===== config.mk =====
export PLATFORM = sky130hd
export DESIGN_NAME = mc_ar_arbiter_flat
export DESIGN_NICKNAME = d
export VERILOG_FILES = /design/src/rtl/mc_ar_arbiter_if.sv /design/src/rtl/mc_ar_arbiter.sv /design/src/flat_wrapper.sv
export SDC_FILE = /design/constraint.sdc
export NUM_CORES = 1
export LEC_CHECK = 0
export BUFFER_PORTS_ARGS = -buffer_cell sky130_fd_sc_hd__buf_4
export CAP_MARGIN = 20
export CORE_MARGIN = 2
export CORE_UTILIZATION = 30
export CTS_BUF_LIST = sky130_fd_sc_hd__clkbuf_16
export CTS_CLUSTER_SIZE = 10
export DETAILED_ROUTE_END_ITERATION = 8
export PLACE_DENSITY = 0.72
export SLEW_MARGIN = 20
export SYNTH_ARGS = -nofsm -noshare
export SYNTH_HDL_FRONTEND = slang
export SYNTH_SLANG_ARGS = --single-unit

===== constraint.sdc =====
create_clock -name clk -period 1.9 [get_ports clk]
set_input_delay 0.19 -clock clk [delete_from_list [all_inputs] [get_ports clk]]
set_output_delay 0.19 -clock clk [all_outputs]
set_load 0.02 [all_outputs]

===== src/rtl/mc_ar_arbiter_if.sv =====
// +---------------------------------------------------------------------------+
// | mc_ar_arbiter_if -- requester AR channels and controller AR/R-done signals|
// | Rev 1.0                                                                   |
// +---------------------------------------------------------------------------+
`default_nettype none

interface mc_ar_arbiter_if #(
  parameter int ADDR_WIDTH = 64,
  parameter int ID_WIDTH   = 16
);
  logic [ID_WIDTH-1:0]   arid0_i;
  logic [ADDR_WIDTH-1:0] araddr0_i;
  logic [7:0]            arlen0_i;
  logic                  arvalid0_i;
  logic                  arready0_o;

  logic [ID_WIDTH-1:0]   arid1_i;
  logic [ADDR_WIDTH-1:0] araddr1_i;
  logic [7:0]            arlen1_i;
  logic                  arvalid1_i;
  logic                  arready1_o;

  logic [ID_WIDTH-1:0]   arid_o;
  logic [ADDR_WIDTH-1:0] araddr_o;
  logic [7:0]            arlen_o;
  logic                  arvalid_o;
  logic                  arready_i;
  logic                  rdone_i;

  // Arbiter side
  modport slave (
    input  arid0_i, araddr0_i, arlen0_i, arvalid0_i,
    input  arid1_i, araddr1_i, arlen1_i, arvalid1_i,
    input  arready_i, rdone_i,
    output arready0_o, arready1_o,
    output arid_o, araddr_o, arlen_o, arvalid_o
  );

  // Requesters plus memory controller side
  modport master (
    output arid0_i, araddr0_i, arlen0_i, arvalid0_i,
    output arid1_i, araddr1_i, arlen1_i, arvalid1_i,
    output arready_i, rdone_i,
    input  arready0_o, arready1_o,
    input  arid_o, araddr_o, arlen_o, arvalid_o
  );
endinterface

`default_nettype wire


===== src/rtl/mc_ar_arbiter.sv =====
// +---------------------------------------------------------------------------+
// | mc_ar_arbiter -- round-robin AR arbiter with outstanding-burst limit      |
// | Rev 1.0                                                                   |
// +---------------------------------------------------------------------------+
`default_nettype none

module mc_ar_arbiter #(
  parameter int ADDR_WIDTH      = 64,
  parameter int ID_WIDTH        = 16,
  parameter int MAX_OUTSTANDING = 8
) (
  input  logic                clk,
  input  logic                rst_n,
  mc_ar_arbiter_if.slave      bus,
  output logic                grant_src_o,
  output logic [7:0]          outstanding_o,
  output logic                err_o
);

  localparam logic [0:0] S_IDLE  = 1'b0;
  localparam logic [0:0] S_ISSUE = 1'b1;
  localparam logic [7:0] MAX_CNT = 8'(MAX_OUTSTANDING);

  logic [0:0]            state_q, state_d;
  logic                  arvalid_q, arvalid_d;
  logic                  arready0_q, arready0_d;
  logic                  arready1_q, arready1_d;
  logic [ID_WIDTH-1:0]   arid_q, arid_d;
  logic [ADDR_WIDTH-1:0] araddr_q, araddr_d;
  logic [7:0]            arlen_q, arlen_d;
  logic                  src_q, src_d;
  logic                  last_q, last_d;
  logic [7:0]            cnt_q, cnt_d;
  logic                  err_q, err_d;

  logic w_grant;
  logic w_winner;
  logic w_hs;

  always_comb begin
    w_grant = (state_q == S_IDLE) && (bus.arvalid0_i || bus.arvalid1_i)
              && (cnt_q < MAX_CNT);
    // On a tie the requester that did not win last time goes first
    if (bus.arvalid0_i && bus.arvalid1_i) begin
      w_winner = ~last_q;
    end else begin
      w_winner = bus.arvalid1_i;
    end
    w_hs = (state_q == S_ISSUE) && arvalid_q && bus.arready_i;
  end

  always_ff @(posedge clk or negedge rst_n) begin
    if (!rst_n) begin
      state_q    <= S_IDLE;
      arvalid_q  <= 1'b0;
      arready0_q <= 1'b0;
      arready1_q <= 1'b0;
      arid_q     <= '0;
      araddr_q   <= '0;
      arlen_q    <= '0;
      src_q      <= 1'b0;
      last_q     <= 1'b1;
      cnt_q      <= '0;
      err_q      <= 1'b0;
    end else begin
      state_q    <= state_d;
      arvalid_q  <= arvalid_d;
      arready0_q <= arready0_d;
      arready1_q <= arready1_d;
      arid_q     <= arid_d;
      araddr_q   <= araddr_d;
      arlen_q    <= arlen_d;
      src_q      <= src_d;
      last_q     <= last_d;
      cnt_q      <= cnt_d;
      err_q      <= err_d;
    end
  end

  always_comb begin
    state_d = state_q;
    case (state_q)
      S_IDLE:  if (w_grant) state_d = S_ISSUE;
      S_ISSUE: if (w_hs)    state_d = S_IDLE;
      default: state_d = S_IDLE;
    endcase
  end

  always_comb begin
    arvalid_d  = arvalid_q;
    arready0_d = 1'b0;
    arready1_d = 1'b0;
    arid_d     = arid_q;
    araddr_d   = araddr_q;
    arlen_d    = arlen_q;
    src_d      = src_q;
    last_d     = last_q;
    cnt_d      = cnt_q;
    err_d      = err_q;

    if (w_grant) begin
      arid_d     = w_winner ? bus.arid1_i   : bus.arid0_i;
      araddr_d   = w_winner ? bus.araddr1_i : bus.araddr0_i;
      arlen_d    = w_winner ? bus.arlen1_i  : bus.arlen0_i;
      src_d      = w_winner;
      last_d     = w_winner;
      arvalid_d  = 1'b1;
      arready0_d = ~w_winner;
      arready1_d = w_winner;
    end

    if (w_hs) begin
      arvalid_d = 1'b0;
    end

    // A completion in the same cycle as an issue cancels out
    case ({w_hs, bus.rdone_i})
      2'b10: cnt_d = cnt_q + 8'd1;
      2'b01: begin
        if (cnt_q == 8'd0) begin
          err_d = 1'b1;
        end else begin
          cnt_d = cnt_q - 8'd1;
        end
      end
      default: cnt_d = cnt_q;
    endcase
  end

  assign bus.arvalid_o  = arvalid_q;
  assign bus.arready0_o = arready0_q;
  assign bus.arready1_o = arready1_q;
  assign bus.arid_o     = arid_q;
  assign bus.araddr_o   = araddr_q;
  assign bus.arlen_o    = arlen_q;
  assign grant_src_o    = src_q;
  assign outstanding_o  = cnt_q;
  assign err_o          = err_q;

endmodule

`default_nettype wire


===== src/flat_wrapper.sv =====
// flat-port wrapper written by rule: the top's interface ports become plain ports
module mc_ar_arbiter_flat 
#(
  parameter int ADDR_WIDTH      = 64,
  parameter int ID_WIDTH        = 16,
  parameter int MAX_OUTSTANDING = 8
)
  (clk, rst_n, grant_src_o, outstanding_o, err_o, bus_arid0_i, bus_araddr0_i, bus_arlen0_i, bus_arvalid0_i, bus_arid1_i, bus_araddr1_i, bus_arlen1_i, bus_arvalid1_i, bus_arready_i, bus_rdone_i, bus_arready0_o, bus_arready1_o, bus_arid_o, bus_araddr_o, bus_arlen_o, bus_arvalid_o);
  mc_ar_arbiter_if #(.ADDR_WIDTH(ADDR_WIDTH), .ID_WIDTH(ID_WIDTH)) bus_i ();
  input  logic clk;
  input  logic rst_n;
  output logic grant_src_o;
  output logic [7:0] outstanding_o;
  output logic err_o;
  input wire logic [$bits(bus_i.arid0_i)-1:0] bus_arid0_i;
  input wire logic [$bits(bus_i.araddr0_i)-1:0] bus_araddr0_i;
  input wire logic [$bits(bus_i.arlen0_i)-1:0] bus_arlen0_i;
  input wire logic [$bits(bus_i.arvalid0_i)-1:0] bus_arvalid0_i;
  input wire logic [$bits(bus_i.arid1_i)-1:0] bus_arid1_i;
  input wire logic [$bits(bus_i.araddr1_i)-1:0] bus_araddr1_i;
  input wire logic [$bits(bus_i.arlen1_i)-1:0] bus_arlen1_i;
  input wire logic [$bits(bus_i.arvalid1_i)-1:0] bus_arvalid1_i;
  input wire logic [$bits(bus_i.arready_i)-1:0] bus_arready_i;
  input wire logic [$bits(bus_i.rdone_i)-1:0] bus_rdone_i;
  output wire logic [$bits(bus_i.arready0_o)-1:0] bus_arready0_o;
  output wire logic [$bits(bus_i.arready1_o)-1:0] bus_arready1_o;
  output wire logic [$bits(bus_i.arid_o)-1:0] bus_arid_o;
  output wire logic [$bits(bus_i.araddr_o)-1:0] bus_araddr_o;
  output wire logic [$bits(bus_i.arlen_o)-1:0] bus_arlen_o;
  output wire logic [$bits(bus_i.arvalid_o)-1:0] bus_arvalid_o;
  assign bus_i.arid0_i = bus_arid0_i;
  assign bus_i.araddr0_i = bus_araddr0_i;
  assign bus_i.arlen0_i = bus_arlen0_i;
  assign bus_i.arvalid0_i = bus_arvalid0_i;
  assign bus_i.arid1_i = bus_arid1_i;
  assign bus_i.araddr1_i = bus_araddr1_i;
  assign bus_i.arlen1_i = bus_arlen1_i;
  assign bus_i.arvalid1_i = bus_arvalid1_i;
  assign bus_i.arready_i = bus_arready_i;
  assign bus_i.rdone_i = bus_rdone_i;
  assign bus_arready0_o = bus_i.arready0_o;
  assign bus_arready1_o = bus_i.arready1_o;
  assign bus_arid_o = bus_i.arid_o;
  assign bus_araddr_o = bus_i.araddr_o;
  assign bus_arlen_o = bus_i.arlen_o;
  assign bus_arvalid_o = bus_i.arvalid_o;
  mc_ar_arbiter #(.ADDR_WIDTH(ADDR_WIDTH), .ID_WIDTH(ID_WIDTH), .MAX_OUTSTANDING(MAX_OUTSTANDING)) u_core (.clk(clk), .rst_n(rst_n), .bus(bus_i), .grant_src_o(grant_src_o), .outstanding_o(outstanding_o), .err_o(err_o));
endmodule

==> results, run 1 <==
- In the post-route analysis, the smallest setup slack over all paths is -0.101 ns.
- The area taken by flip-flops and latches is around 2600 sq um.
- The overall routing resource usage is 0.181.
- After floorplanning, the core was divided into 45 placement rows.
- Of the total synthesized cell area, the portion taken by AND, OR, NAND and NOR gates is 0.154.
- On the critical path the largest part of the delay comes from simple AND/OR/NAND/NOR gates.
- The total CTS buffers is 9.
- The distinct cell type count after synthesis is 36.
- The first-pass detailed-route iteration total is 4.
- The flop and latch count out of synthesis is slightly above 100.
- The post-synthesis compound-gate area fraction is 0.225.
- For met1 alone, demand over resource in global routing was 0.210.
- The most used cell along the critical path is sky130_fd_sc_hd__buf_4.
- The core region area is around 15000 sq um.
- The synthesized instance count is between 300 and 400.
- With fillers left out, the area of the finished cells amounts to between 7000 and 8000 sq um.
- The post-layout total power is about 12 mW.
- In this run the deepest clock path goes through 2 buffers.
- The number of nets handed over by synthesis was between 500 and 600.
- The clock latency at the later pin of the worst-skew pair is around 0.35 ns.
- Counting cells, the worst reg-to-reg path comes to 6.
- The setup clock skew after layout is about 0.010 ns.
- The first routing iteration left approximately 240 violations.
- The checks that failed: negative setup slack.
- The relative slew slack is 0.611.
- After detailed routing, the number of remaining DRC violations is 0.
- Setup violations remaining at the end of the flow were counted as 93.
- Setup repair after global routing could not meet its margin everywhere.
- The ratio of cells with drive above 1 in the final layout is 0.601.
- STA classifies the critical path endpoint as a register.
- The flow ran to the end, but the final reports show violations.
- STA puts the critical path data required time at ~2.1 ns.
- The last weighted congestion value of the routability-driven placer is ~0.91.
- The wire length of the first global-routing pass is about 23000 um.
- For hold timing, the worst endpoint is u_core.bus.arid_o[6].
- The peak per-stage delay on the critical path is 0.57 ns.
- Across the run, the number of max-cap violations was 0.
- The minimum setup slack among reg-to-reg paths is -0.10 ns.
- After detailed routing, the total wire length is approximately 16000 um.
- The filler cells instantiated in the layout total 1339.
- The maximum fanout encountered on the critical timing path is 5.
- The tree is rooted in a sky130_fd_sc_hd__clkbuf_16.
- Dividing total power by cell area gives a power density of 1490 nW/um^2.
- Counting both buffers and inverters, the worst setup path holds a total of 2.
- The total area of multi-input combinational cells is a little over 2000 sq um.
- In this run the remaining antenna-violating nets after routing total 0.
- For this run the aggregate overflow at the end of global routing stands at 0.
- For the finished layout, the period the worst path requires is between 2 and 2.5 ns.
- A synthesized cell averages 12.2 sq um.
- The post-detailed-route wirelength per cell is approximately 19 um.
- The post-synthesis to final-layout area growth is 71.2%.
- Of the total synthesized cell area, the portion taken by XOR and XNOR cells is 0.0153.
- The post-place instance area is slightly above 7000 sq um.
- The initial antenna violation count is 0.
- The static leakage power is ~3.9 nW.
- The antenna diode instance count is 0.
- The arrival time of the worst setup path is between 2 and 2.5 ns.
- The vertical die dimension is 128 um.
- The origin of the critical flop-to-flop path is u_core.outstanding_o[6].
- The number of clock sinks seen by CTS is just over 100.
- The H-tree was split into 3 levels.
- The synthesized-area fraction occupied by adder cells is 0.00272.
- The count of pins over their slew limit was 0.
- The slowest stage of the critical path belongs to the cell sky130_fd_sc_hd__or4_4.
- The warning count from the yosys run is 0.
- After synthesis, the largest family of logic cells by area is compound AO/OA/AOI/OAI gates.
- Derived from the worst setup path, the maximum achievable clock frequency is approximately 500 MHz.
- The top cell type's share of synthesized area is 0.556.
- The startpoint identified for the worst hold timing path is bus_arid1_i[6].
- The cell type with the largest total area after synthesis is sky130_fd_sc_hd__dfrtp_1.
- Of the available clock period, the critical path in the final layout requires 1.05.
- The worst hold path stage count is 2.
- The initial utilization of the core area, before any placement, comes to 0.304.
- The count of buffers inserted at the top-level ports is between 200 and 300.
- The sum of net half-perimeters after detailed placement is between 10000 and 15000 um.
- The classification of the worst-slack hold path is primary input to register.
- After synthesis, the share of cell area in mux cells is 0.00463.
- The type of origin of the critical path is a register.
- Entering global routing, the biggest net connects about 60 pins.
- After clock tree synthesis, the clock-pin slew on the worst setup and hold paths is ~0.07 ns.
- The worst IR drop on VDD is roughly 0.0006 V.
- By area the synthesized netlist is led by sky130_fd_sc_hd__dfrtp_1, sky130_fd_sc_hd__a221o_1, sky130_fd_sc_hd__and2_1, sky130_fd_sc_hd__buf_2, sky130_fd_sc_hd__clkbuf_1.
- Detailed routing inserted a total of around 4500 vias.
- The routing usage on met3 is 0.0534.
- Traced cell by cell, the critical path runs through or4_4 > buf_4 > o311ai_2 > buf_4 > o2bb2a_2 > xor2_1.
- The die outline width is about 130 um.
- The number of nets at the end of the flow is 859.
- The share of the Yosys chip area taken by registers is 0.562.
- The class of the most critical setup path is register to register.
- In this run the critical register-to-register path is captured at u_core.outstanding_o[5].
- The mapped netlist covers 4590 sq um.
- For the pin with the worst max-slew slack, the measured transition is 0.583 ns.
- For met2 alone, demand over resource in global routing was 0.316.
- The number of ports placed on the die boundary is roughly 280.
- The global routing's busiest layer is met2.
- The final number of hold-violating endpoints came to 0.
- The number of global-route vias before repair was between 4000 and 5000.
- The clock tree from TritonCTS is yes.
- The die area is 16300 sq um.
- After detailed routing, the number of vias per cell comes to 5.14.
what timing repair did:
action                     in CTS  in global routing
hold endpoints to repair      102                  0
setup endpoints to repair      94                 95
setup buffers                   1                  3
cloned                          1                 11
resized for setup               8                 61
hold buffers                    1                  0
pin swaps                       6                 48
layout make-up:
type,instances,area share
flip-flops and latches,103,0.329
repair buffers,322,0.343
clock buffers,9,0.0287
well taps,188,0.0299
clock inverters,7,0.00955
inverters,6,0.00287
multi-input cells,234,0.258
Yosys cell counts:
cell type                   instances
sky130_fd_sc_hd__a2111oi_4          1
sky130_fd_sc_hd__a211o_1            1
sky130_fd_sc_hd__a211oi_1           1
sky130_fd_sc_hd__a21oi_1            3
sky130_fd_sc_hd__a221o_1           88
sky130_fd_sc_hd__a22oi_1            3
sky130_fd_sc_hd__a41oi_1            1
sky130_fd_sc_hd__and2_1            88
sky130_fd_sc_hd__and3_1             2
sky130_fd_sc_hd__buf_2             13
sky130_fd_sc_hd__clkbuf_1          12
sky130_fd_sc_hd__clkbuf_2           8
sky130_fd_sc_hd__dfrtp_1          102
sky130_fd_sc_hd__dfstp_2            1
sky130_fd_sc_hd__ha_1               1
sky130_fd_sc_hd__inv_1              6
sky130_fd_sc_hd__mux2_2             1
sky130_fd_sc_hd__mux2i_1            1
sky130_fd_sc_hd__nand2_1            8
sky130_fd_sc_hd__nand3_1            5
sky130_fd_sc_hd__nand4_1            2
sky130_fd_sc_hd__nor2_1             3
sky130_fd_sc_hd__nor3_1             3
sky130_fd_sc_hd__nor4_1             1
sky130_fd_sc_hd__nor4b_1            1
sky130_fd_sc_hd__o21ai_0            2
sky130_fd_sc_hd__o21bai_1           1
sky130_fd_sc_hd__o2bb2a_1           1
sky130_fd_sc_hd__o2bb2ai_1          1
sky130_fd_sc_hd__o311ai_2           1
sky130_fd_sc_hd__o31ai_1            1
sky130_fd_sc_hd__or2_2              1
sky130_fd_sc_hd__or3_1              2
sky130_fd_sc_hd__or4_1              2
sky130_fd_sc_hd__xnor2_1            4
sky130_fd_sc_hd__xor2_1             4
report_power, final:
| part | total, mW | switching, mW | internal [mW] |
|---|---|---|---|
| combinational | 5.96 | 2.90 | 3.06 |
| sequential | 3.88 | 0.628 | 3.25 |
| clock | 1.88 | 0.851 | 1.02 |
stage by stage:
| step | hold slack [ns] | utilization | setup TNS (ns) | setup slack [ns] | cells |
|---|---|---|---|---|---|
| after floorplan | -0.106 | - | -12.57 | -0.149 | 376 |
| after global placement | 0.202 | 0.470 | -9.65 | -0.153 | 836 |
| after detailed placement | 0.202 | 0.470 | -13.79 | -0.172 | 836 |
| after CTS | 0.0504 | 0.494 | -6.73 | -0.135 | 855 |
| after global routing | 0.0484 | 0.521 | -12.34 | -0.161 | 869 |
| final | 0.0590 | 0.521 | -5.08 | -0.101 | 869 |
sequential cells by signal, summed over array words and instances (netlist names), 8 cells and up:
name	cells
u_core.bus.araddr_o	64
u_core.bus.arid_o	16
u_core.bus.arlen_o	8
u_core.outstanding_o	8
layout by cell type (no fill, tap or decap), drive strengths merged, types with 2 or more instances in the layout:
cell type  synthesis  layout
dfrtp            102     102
and2              88      88
a221o             88      88
xnor2              4       4
nand2              8       8
nor2               3       3
nand3              5       5
clkinvlp           0       2
a22oi              3       3
o21ai              2       2
nand4              2       2
and3               2       2
a21oi              3       3
clkbuf            20      16
inv                6       7
or3                2       2
clkinv             0       3
xor2               4       4
nor3               3       3
or4                2       2
buf               13     314
worst max path at each step:
stage / from / end / slack [ns] / depth (start not counted)
after floorplan: u_core.outstanding_o[5] / u_core.bus.araddr_o[0] / -0.15 / 7
after global placement: u_core.outstanding_o[5] / u_core.bus.arid_o[7] / -0.15 / 5
after detailed placement: u_core.outstanding_o[5] / u_core.bus.arid_o[7] / -0.17 / 5
after CTS: u_core.outstanding_o[5] / u_core.bus.araddr_o[12] / -0.14 / 6
after global routing: u_core.outstanding_o[6] / u_core.outstanding_o[5] / -0.16 / 6
final: u_core.outstanding_o[6] / u_core.outstanding_o[5] / -0.10 / 6
per-layer routing:
metal / share of wire / wire (um)
met1: 0.41 / 6700
met2: 0.51 / 8350
met3: 0.067 / 1100
met4: 0.017 / 280
met5: 0 / 0
cells by family after synthesis:
logic type	Yosys count
flip-flops	103
XOR/XNOR	8
multiplexers	2
adder cells (fa/ha/maj)	1
buffers and inverters	39
AND/OR/NAND/NOR	118
AO/OA/AOI/OAI	105
Note: power is estimated with default switching activity, not from simulation.
==> inputs of run 2 (changes only) <==
- BUFFER_PORTS_ARGS: -buffer_cell sky130_fd_sc_hd__buf_4 -> -buffer_cell sky130_fd_sc_hd__buf_2
- PLACE_DENSITY: 0.72 -> 0.69
- clock period: 1.9 -> 2.07 ns (I/O delays scaled with it)
==> results, run 2 (synthesized netlist as in run 1, its figures left out) <==
- In the routed design, unresolved DRC markers number 0.
- Setup violations remaining at the end of the flow were counted as 0.
- The vertical die dimension is between 100 and 150 um.
- In this run the tightest slew margin relative to its limit is 0.751.
- Detailed routing placed a total of between 6000 and 7000 um of wire on met2.
- The detail route stage leaves a number of antenna-violating nets equal to 0.
- Counting the buffers created by CTS gives 9.
- The placed instances occupy a cell area of 6360 sq um.
- The gate family responsible for the most delay along the worst path is simple AND/OR/NAND/NOR gates.
- The routed layout has ~4300 vias.
- The type of origin of the critical path is a register.
- The wire length of the first global-routing pass is 22100 um.
- The number of global-route vias before repair was between 4000 and 5000.
- The top cell types in the final layout, fill and taps aside, are sky130_fd_sc_hd__buf_2, sky130_fd_sc_hd__dfrtp_1, sky130_fd_sc_hd__a221o_1, sky130_fd_sc_hd__and2_1, sky130_fd_sc_hd__buf_4.
- The classification of the worst-slack hold path is primary input to register.
- The post-synthesis to final-layout area growth is 45.3%.
- The post-layout total power is around 9.7 mW.
- The library cell used most frequently in the layout, excluding fill and tap cells, is sky130_fd_sc_hd__buf_2.
- The repair_antennas step left the layout with diodes totalling 0.
- The static leakage power is approximately 3.4 nW.
- The die outline width is 128 um.
- The number of clock sinks seen by CTS is just over 100.
- The final number of hold-violating endpoints was 0.
- In this run the core area contains between 40 and 50 standard-cell rows.
- The total power divided by cell area is 1450 nW/um^2.
- The initial utilization of the core area, before any placement, comes to 0.304.
- The clock tree from TritonCTS is yes.
- At the worst endpoint, the required time is between 2 and 2.5 ns.
- Dividing the final minimum period by the clock period gives 0.968.
- For this design the total switching power over the nets is around 3.8 mW.
- The number of ports placed on the die boundary is between 200 and 300.
- The H-tree generated during clock tree synthesis spans 3 levels.
- The post-detailed-route wirelength per cell is 16.9 um.
- The count of buffers inserted at the top-level ports is 282.
- The count of max-cap constraint violations is 0.
- The setup clock skew after layout is slightly above 0.007 ns.
- The sum of net half-perimeters after detailed placement is 10600 um.
- The longest clock path from root to sink contains 2 buffers.
- The clock power share is 0.174.
- The ratio of cells with drive above 1 in the final layout is 0.499.
- For this run the aggregate overflow at the end of global routing stands at 0.
- The number of nets at the end of the flow is 841.
- Of the total power, registers draw 0.364.
- The library cell used as clock root buffer is sky130_fd_sc_hd__clkbuf_16.
- Together, buffers and inverters on the worst path number 2.
- The largest individual stage delay along the critical path comes from the cell sky130_fd_sc_hd__or4_4.
- Summed over all nets, wire length on met3 after detailed routing comes to 1060 um.
- Counting tap cells, the placed design contains a total of between 800 and 900 instances.
- The final instance area is between 6000 and 7000 sq um.
- For the final routed database, the setup TNS stands at 0 ns.
- The pin slew with the least headroom to its limit is roughly 0.37 ns.
- The initial antenna violation count is 0.
- Entering global routing, the biggest net connects 50 pins.
- The first routing iteration left roughly 280 violations.
- The overall routing resource usage is 0.171.
- The maximum fanout encountered on the critical timing path is between 40 and 50.
- The clock latency at the later pin of the worst-skew pair is roughly 0.35 ns.
- The pre-antenna-repair detailed-routing pass consisted of 4 iterations.
- Setup repair after global routing could not meet its margin everywhere.
- The last weighted congestion value of the routability-driven placer is 0.827.
- The die area is 16300 sq um.
- The peak per-stage delay on the critical path is between 0.5 and 0.6 ns.
- Clock-pin slew was measured on the worst setup and hold paths at ~0.070 ns.
- The count of pins over their slew limit is 0.
- The core region area is roughly 15000 sq um.
- The tightest hold path in the finished design has a slack of 0.0852 ns.
- The final layout contains routed wiring with a total length of ~14000 um.
- The register with the most flip-flops in the layout has 64 of them.
- The post-layout instance count excluding filler cells is 851.
- After detailed routing, the wire length on met1 is between 6000 and 7000 um.
- The via-per-instance ratio is 5.02.
- The switching share of power is 0.393.
- The worst setup path is captured at a register.
- The part of the power in combinational logic is 0.462.
- The run finished with clean final reports.
- Static timing analysis puts the maximum clock frequency at 499 MHz.
- For the finished layout, the period the worst path requires is around 2 ns.
- Across the VDD grid, the largest voltage drop is around 0.00065 V.
- The signal on the critical path passes through or4_4 > a2111oi_4 > buf_4 > buf_12 > and2_4 > a221o_1.
- The arrival time of the worst setup path is roughly 2.3 ns.
- The internal power summed over all cells is around 5.9 mW.
- Signal routing reaches up to met4.
- By startpoint and endpoint, the worst setup path is classified as register to register.
-- run 2: power by group through the flow --
stage,Clock [mW],Combinational (mW),Sequential [mW]
detailed placement,0,4.52,3.53
finish,1.69,4.48,3.52
global placement,0,4.43,3.52
global route,1.81,4.80,3.63
floorplan,0,1.69,4.66
CTS,1.74,4.52,3.52
-- run 2: cell type report --
type / count / area (sq um)
clock buffer: 9 / 225
multi-input combinational: 234 / 1860
fill: 1496 / 8420
timing repair buffer: 304 / 1680
clock inverter: 7 / 65.1
inverter: 6 / 22.5
tap: 188 / 235
sequential: 103 / 2580
-- run 2: final timing paths --
check	start	endpoint	slack, ns	depth (start not counted)
min	bus_araddr1_i[12]	u_core.bus.araddr_o[12]	0.09	2
max in group asynchronous	rst_n	u_core.last_q	1.20	3
max	u_core.outstanding_o[4]	u_core.bus.araddr_o[43]	0.07	6
min in group asynchronous	rst_n	u_core.bus.arid_o[11]	0.28	2
max reg2reg	u_core.outstanding_o[4]	u_core.bus.araddr_o[43]	0.07	6
min reg2reg	u_core.err_o	u_core.err_o	0.49	1
-- run 2: worst register-to-register path, cell delays in order (launching register included) --
cell and delay, ns:
sky130_fd_sc_hd__dfrtp_2 0.40, sky130_fd_sc_hd__or4_4 0.59, sky130_fd_sc_hd__a2111oi_4 0.28, sky130_fd_sc_hd__buf_4 0.19, sky130_fd_sc_hd__buf_12 0.20, sky130_fd_sc_hd__and2_4 0.19, sky130_fd_sc_hd__a221o_1 0.10
-- run 2: per-stage QoR --
| stage | setup WS (ns) | utilization |
|---|---|---|
| after global placement | 0.0192 | 0.421 |
| after floorplan | 0.0103 | - |
| after detailed placement | -0.00422 | 0.421 |
| after CTS | 0.0574 | 0.442 |
| final | 0.0655 | 0.442 |
| after global routing | -0.0177 | 0.442 |
-- run 2: per-layer routing --
metal  GRT usage  vias up
li1            -     2001
met1       0.226     2077
met2       0.279      178
met3      0.0447       12
met4      0.0485        0
met5           0        -
-- run 2: what timing repair did --
item	4_1_cts	5_1_grt
hold endpoints to repair	14	0
setup endpoints to repair	23	17
setup buffers	1	0
hold buffers	1	0
resized for setup	1	1
pin swaps	1	1
